### src/rtl/serial_subtractor.sv
// Bit-serial subtractor: frames arrive LSB first with first/last markers.
// Each accepted bit goes through two pipeline stages to a frame-aligned output beat.
module serial_subtractor #(
    parameter int CNT_W = 8
) (
    input  logic             clk,
    input  logic             rst_n,
    input  logic             in_valid,
    input  logic             in_first,
    input  logic             in_last,
    input  logic             A,
    input  logic             B,
    input  logic             Borrow_in,
    output logic             out_valid,
    output logic             out_last,
    output logic             Diff,
    output logic             Borrow_out,
    output logic [CNT_W-1:0] bit_count,
    output logic             seq_err
);

    typedef enum logic {IDLE, ACTIVE} state_t;

    state_t             state;
    logic               borrow_q;
    logic [CNT_W-1:0]   cnt_q;

    logic               vld_p1;
    logic               diff_p1;
    logic               borrow_p1;
    logic               last_p1;
    logic [CNT_W-1:0]   cnt_p1;

    function automatic logic [CNT_W-1:0] sat_inc(input logic [CNT_W-1:0] v);
        return (&v) ? v : v + CNT_W'(1);
    endfunction

    function automatic logic borrow_fn(input logic a, input logic b, input logic bi);
        return (~a & b) | (~(a ^ b) & bi);
    endfunction

    logic               b_in;
    logic               diff_c;
    logic               bnext_c;
    logic               accept;
    logic               err_c;
    logic [CNT_W-1:0]   cnt_next;

    always_comb begin
        b_in     = in_first ? Borrow_in : borrow_q;
        diff_c   = A ^ B ^ b_in;
        bnext_c  = borrow_fn(A, B, b_in);
        // A bit is only usable when it starts a frame or continues an open one.
        accept   = in_valid & (in_first | (state == ACTIVE));
        err_c    = in_valid & (in_first ? (state == ACTIVE) : (state == IDLE));
        cnt_next = in_first ? CNT_W'(1) : sat_inc(cnt_q);
    end

    // Frame control and stage 1
    always_ff @(posedge clk) begin
        if (!rst_n) begin
            state     <= IDLE;
            borrow_q  <= 1'b0;
            cnt_q     <= '0;
            seq_err   <= 1'b0;
            vld_p1    <= 1'b0;
            diff_p1   <= 1'b0;
            borrow_p1 <= 1'b0;
            last_p1   <= 1'b0;
            cnt_p1    <= '0;
        end else begin
            seq_err <= err_c;
            vld_p1  <= accept;
            last_p1 <= accept & in_last;
            if (accept) begin
                state     <= in_last ? IDLE : ACTIVE;
                borrow_q  <= bnext_c;
                cnt_q     <= cnt_next;
                diff_p1   <= diff_c;
                borrow_p1 <= bnext_c;
                cnt_p1    <= cnt_next;
            end
        end
    end

    // Stage 2: frame summary fields are only exposed on the closing beat
    always_ff @(posedge clk) begin
        if (!rst_n) begin
            out_valid  <= 1'b0;
            out_last   <= 1'b0;
            Diff       <= 1'b0;
            Borrow_out <= 1'b0;
            bit_count  <= '0;
        end else begin
            out_valid  <= vld_p1;
            out_last   <= last_p1;
            Diff       <= vld_p1 & diff_p1;
            Borrow_out <= last_p1 & borrow_p1;
            bit_count  <= last_p1 ? cnt_p1 : '0;
        end
    end

endmodule
### config.mk
export PLATFORM = sky130hd
export DESIGN_NAME = serial_subtractor
export DESIGN_NICKNAME = d
export VERILOG_FILES = /design/src/rtl/serial_subtractor.sv
export SDC_FILE = /design/constraint.sdc
export NUM_CORES = 1
export LEC_CHECK = 0
export CAP_MARGIN = 15
export CORE_ASPECT_RATIO = 0.75
export CORE_MARGIN = 1.5
export CORE_UTILIZATION = 38
export CTS_BUF_LIST = sky130_fd_sc_hd__clkbuf_2
export CTS_CLUSTER_DIAMETER = 100
export CTS_CLUSTER_SIZE = 40
export DETAILED_ROUTE_END_ITERATION = 16
export PLACE_DENSITY_LB_ADDON = 0.25
export RECOVER_POWER = 25
export SYNTH_ARGS = -nofsm -noshare
export SYNTH_HDL_FRONTEND = slang
export SYNTH_SLANG_ARGS = --single-unit
### constraint.sdc
create_clock -name clk -period 1.7 [get_ports clk]
set_input_delay 0.34 -clock clk [delete_from_list [all_inputs] [get_ports clk]]
set_output_delay 0.34 -clock clk [all_outputs]
set_load 0.02 [all_outputs]
== Word-level counts from Yosys, hierarchy flattened ==
Cells that the tools add are included.
Widths: inputs -> output; s select.
Cells by class
  add/sub/neg operators: 1
  eq/ne operators: 1
  mux-type cells: 5
  bitwise gates (word level): 14
  reduce and logical (&&, ||, !) cells: 3
Operators by type and width (number)
  $mux 8: 2
  $add 8x1->8 const B: 1
  $reduce_and 8->1: 1
  $and 1x1->1: 7
  $reduce_and 2->1: 2
  $mux 1: 3
  $not 1->1: 3
  $ne 2x2->1 const B: 1
  $or 1x1->1: 2
  $xor 1x1->1: 2
Storage, ports and cells
  register bits: 26
  input bits: 8
  output and inout port bits: 13

== Logic depth before layout (Yosys ltp) ==
  depth in word-level cells: 4
  gate-level depth with buffers: 7
  gate-level depth less buffers: 6

== Worst setup path after synthesis ==
No wires, ideal clock.
  kind: input to register
  start: input port in_first
  end: register diff_p1
  setup time: 116 ps
  arrival: 1276 ps
  data required time: 1584 ps
  path slack: 308 ps
  stages on the path: 4
  cell sequence: mux2_2 fa_1 nand2_1 o211a_1
On the way
  cells in the longest elaborated chain, start to end: 2
  elaborated cells between the ends (all ways): 4
  classes of those cells: mux: 1; bitwise: 3
RTL lines
  start, declared: line 9  | input logic in_first,
  $mux 1 or $or 1x1->1 (tied branches): line 50, 54
  $xor 1x1->1 or $and 1x1->1 (tied branches): line 51, 54
  end signal, assigned: line 79  | diff_p1 <= diff_c;
  end, declared: line 29  | logic diff_p1;
Parallel ways exist; a longest one is shown, timed or not.
A chain may end at the register's enable or synchronous reset.

== Worst setup path after layout ==
  start: input port in_first
  end: register cnt_p1[1]
On the way
  cells in the longest elaborated chain, start to end: 3
  elaborated cells between the ends (all ways): 5
  classes of those cells: eq/ne: 1; mux: 1; bitwise: 2; reduce/logical: 1
RTL lines
  $or 1x1->1: line 54  | accept = in_valid & (in_first | (state == ACTIVE));
  $and 1x1->1: line 54
  $reduce_and 2->1 (no line)
  end signal, assigned: line 81  | cnt_p1 <= cnt_next;
  end, declared: line 32  | logic [CNT_W-1:0] cnt_p1;
Parallel ways exist; a longest one is shown, timed or not.

==> results.md <==
- The flow ran to the end, and the final reports show no timing, DRC or antenna violations.
- TritonCTS built the clock tree.
- The library cell with the largest summed area after synthesis is sky130_fd_sc_hd__dfxtp_1.
- The top cell type by area accounts for 50.24% of the synthesized area.
- The worst slack on hold paths is 0.4779 ns.
- Summing all multi-input logic gate instances after layout gives 483.0 sq um.
- The first global-routing pass estimated 3249 um of wire.
- For this configuration, the core starts out at a cell density of 39.81%.
- The worst path uses 95.56% of the clock period.
- In this run the number of H-tree levels came out at 1.
- The sequential-to-total area share from yosys stat is 50.24%.
- Counting the buffers created by CTS gives 3.
- The static power due to leakage is 0.8510 nW.
- The clock-pin slew on the worst setup and hold paths is 0.23 ns.
- The average routed wire per standard cell is 12.11 um.
- The number of nets handed over by synthesis was 114.
- The critical path required time is 1.96 ns.
- The number of antenna repair diodes is 0.
- The count of nets left with antenna violations once routing finished came out at 0.
- The slew at the pin closest to its max-slew limit is 0.3417 ns.
- The number of antenna violations at the first check in global routing is 0.
- The maximum cell stage delay along the critical path is 0.52 ns.
- Clock latency on the worst-skew pair, taken at its later pin, is 0.34 ns.
- The cell area that synthesis handed to floorplanning was 1036 sq um.
- The number of placement rows is 16.
- Timing would allow up to 615.6 MHz.
- The met1 wire length is 1021 um.
- In the detailed route, the total length drawn on met3 is 98 um.
- At the end of routability-driven placement, the weighted congestion stood at 0.8961.
- The power per unit of standard cell area is 787.5 nW/um^2.
- The first TritonRoute pass finished after 4 iterations.
- The met2 layer wire length in the routed design is 926 um.
- The worst pin sits at a relative slew slack of 77.22%.
- After synthesis, the cell types taking the most area are sky130_fd_sc_hd__dfxtp_1 (50%), sky130_fd_sc_hd__and3_1 (6.6%), sky130_fd_sc_hd__nand3_1 (3.4%).
- The number of endpoints failing setup at the final stage is 0.
- For the final database, setup skew stands at 0.001536 ns.
- Registers take 520.5 sq um.
- The cell at the root of the clock tree is sky130_fd_sc_hd__clkbuf_2.
- The post-synthesis cell type count is 37.
- The tightest min-delay check is of the reg -> reg type.
- 21 I/O pins were placed.
- The largest fanout of any net on the critical path is 4.
- The number of global-route vias before repair was 714.
- The number of buffers added to fix hold violations after cts is 0.
- The dominant delay contributor by cell family on the critical path is buffers and inverters.
- The routed design has 2046 um of wire.
- The startpoint type of the worst setup path is a primary input.
- The number of nets in the finished design is 145.
- The total core area is 2603 sq um.
- The average vias per placed instance is 4.976.
- The count of clock tree sinks is 26.
- The signal on the critical path passes through clkdlybuf4s50_1 > inv_1 > ha_1 > nand2b_1 > buf_4 > a31oi_1 > o21ai_0.
- The die is 48.22 um tall.
- The post-route minimum period is 1.625 ns.
- After detailed routing, the number of remaining DRC violations is 0.
- The share of cells above drive strength 1 is 17.29%.
- Relative to the synthesized area, the layout overhead comes to 36.47%.
- The critical path contains buffers and inverters numbering 3 combined.
- After legalization and detailed placement, the total HPWL measured 1531 um.
- In this run the deepest clock path goes through 2 buffers.
- The total track usage is 14.12%.
- The tool flagged a number of max-cap violations equal to 0.
- The gate count of the mapped netlist is 103.
- The die outline area is 3052 sq um.
- The number of buffer cells added on primary ports is 20.
- Synthesis inferred 26 register bits.
- The count of endpoints failing hold in the final timing report is 0.
- Signal routing reaches up to met3.
- The via count is 841.
- The setup path with the least slack is of type in -> reg.
- The number of inserted filler cells in the final layout is 236.
- For this run the aggregate overflow at the end of global routing stands at 0.
- For this run, the number of Yosys warnings is 0.
- The maximum number of pins on one net before global-route repair is 22.
- The overall die width is 63.29 um.
- The share of the core filled with cells is 54.33%.
- In this run the mean area of a mapped cell was 10.06 sq um.
- For the worst setup path, the data arrival time is 1.88 ns.
- Setup repair after global routing left no endpoint under its margin.
- Buffers added to address setup during post-CTS repair amount to 0.
- The number of pins exceeding their max-slew limit in the final report is 0.
- The maximum VDD drop is 0.0004701 V.
- In this run, the number of DRC markers left after iteration 0 of detailed routing was 22.
- The largest individual stage delay along the critical path comes from the cell sky130_fd_sc_hd__clkdlybuf4s50_1.
- The capturing element type of the critical path is a register.
==> per-layer routing <==
metal,track usage (%),vias up
li1,-,434
met1,18.93,389
met2,23.40,18
met3,5.081,0
met4,1.304,0
met5,0,-
==> logic make-up after synthesis <==
kind of cell / count (synthesis) / synth area share (%)
buffers and inverters: 8 / 3.140
adder cells (fa/ha/maj): 3 / 4.348
AND/OR/NAND/NOR: 48 / 29.11
multiplexers: 1 / 1.087
AO/OA/AOI/OAI: 17 / 12.08
flip-flops: 26 / 50.24
==> worst paths after layout <==
kind,startpoint,to,slack (ns),depth (start not counted)
max,in_first,cnt_p1[1],0.08,7
min,vld_p1,out_valid,0.48,1
max reg2reg,cnt_p1[0],cnt_p1[5],0.26,5
min reg2reg,vld_p1,out_valid,0.48,1
==> report_power, final <==
group	internal, mW	leakage, nW	switching (mW)	total [mW]
Sequential	0.625	0.211	0.00937	0.634
Combinational	0.0536	0.614	0.0485	0.102
Clock	0.203	0.0266	0.175	0.377
Total	0.881	0.851	0.233	1.11
==> timing repair <==
item,CTS,global route
setup endpoints to repair,0,13
resized for setup,0,13
hold endpoints to repair,0,0
==> cell usage in the layout, fill, tap and decap left out, drive strengths merged, types with 2 or more instances in the layout <==
master         instances
dfxtp                 26
dlymetal6s2s          13
and3                  13
buf                    9
nand2                  9
nand3                  7
clkdlybuf4s50          6
inv                    4
clkbuf                 4
a31oi                  3
o211a                  3
and2                   3
o21ai                  3
and4                   3
nor3                   3
nor2                   2
a21oi                  2
nand4                  2
ha                     2
==> synthesized netlist by cell type <==
cell	number
sky130_fd_sc_hd__dfxtp_1	26
sky130_fd_sc_hd__and3_1	11
sky130_fd_sc_hd__nand2_1	8
sky130_fd_sc_hd__nand3_1	7
sky130_fd_sc_hd__inv_1	4
sky130_fd_sc_hd__a31oi_1	3
sky130_fd_sc_hd__and2_1	3
sky130_fd_sc_hd__o211a_1	3
sky130_fd_sc_hd__a21oi_1	2
sky130_fd_sc_hd__and4_4	2
sky130_fd_sc_hd__buf_2	2
sky130_fd_sc_hd__clkbuf_1	2
sky130_fd_sc_hd__ha_1	2
sky130_fd_sc_hd__nand4_1	2
sky130_fd_sc_hd__nor2_1	2
sky130_fd_sc_hd__nor3_1	2
sky130_fd_sc_hd__o21ai_1	2
sky130_fd_sc_hd__a211oi_2	1
sky130_fd_sc_hd__a21boi_1	1
sky130_fd_sc_hd__a41oi_1	1
sky130_fd_sc_hd__and3_2	1
sky130_fd_sc_hd__and3_4	1
sky130_fd_sc_hd__and3b_1	1
sky130_fd_sc_hd__and4_2	1
sky130_fd_sc_hd__fa_1	1
sky130_fd_sc_hd__mux2_2	1
sky130_fd_sc_hd__nand2_4	1
sky130_fd_sc_hd__nand2b_1	1
sky130_fd_sc_hd__nand4b_1	1
sky130_fd_sc_hd__nor2b_1	1
sky130_fd_sc_hd__nor3_2	1
sky130_fd_sc_hd__nor3b_1	1
sky130_fd_sc_hd__nor4b_1	1
sky130_fd_sc_hd__o211ai_1	1
sky130_fd_sc_hd__o21ai_0	1
sky130_fd_sc_hd__o21bai_1	1
sky130_fd_sc_hd__o31ai_1	1
==> registers in the layout, summed over array words and instances (netlist names) <==
register    cells
bit_count       8
cnt_p1          8
Borrow_out      1
Diff            1
borrow_p1       1
diff_p1         1
last_p1         1
out_last        1
out_valid       1
seq_err         1
state           1
vld_p1          1
==> final cells by class <==
| class | instances | area share [%] |
|---|---|---|
| clock buffers | 3 | 1.062 |
| flip-flops and latches | 26 | 36.81 |
| well taps | 36 | 3.186 |
| clock inverters | 1 | 2.124 |
| inverters | 4 | 1.062 |
| repair buffers | 30 | 21.59 |
| multi-input cells | 69 | 34.16 |
==> per-stage QoR <==
step                setup WS [ns]  cells  cell area [sq um]  setup TNS [ns]  power (mW)
global route              0.05586    169               1414               0       1.174
CTS                       0.01597    169               1384               0       1.137
floorplan                  0.3080    103               1036               0      0.6941
finish                    0.07546    169               1414               0       1.113
global placement          -0.2651    165               1339          -2.261      0.7480
detailed placement        -0.2696    165               1339          -2.256      0.7501
(Power assumes the default switching activity.)
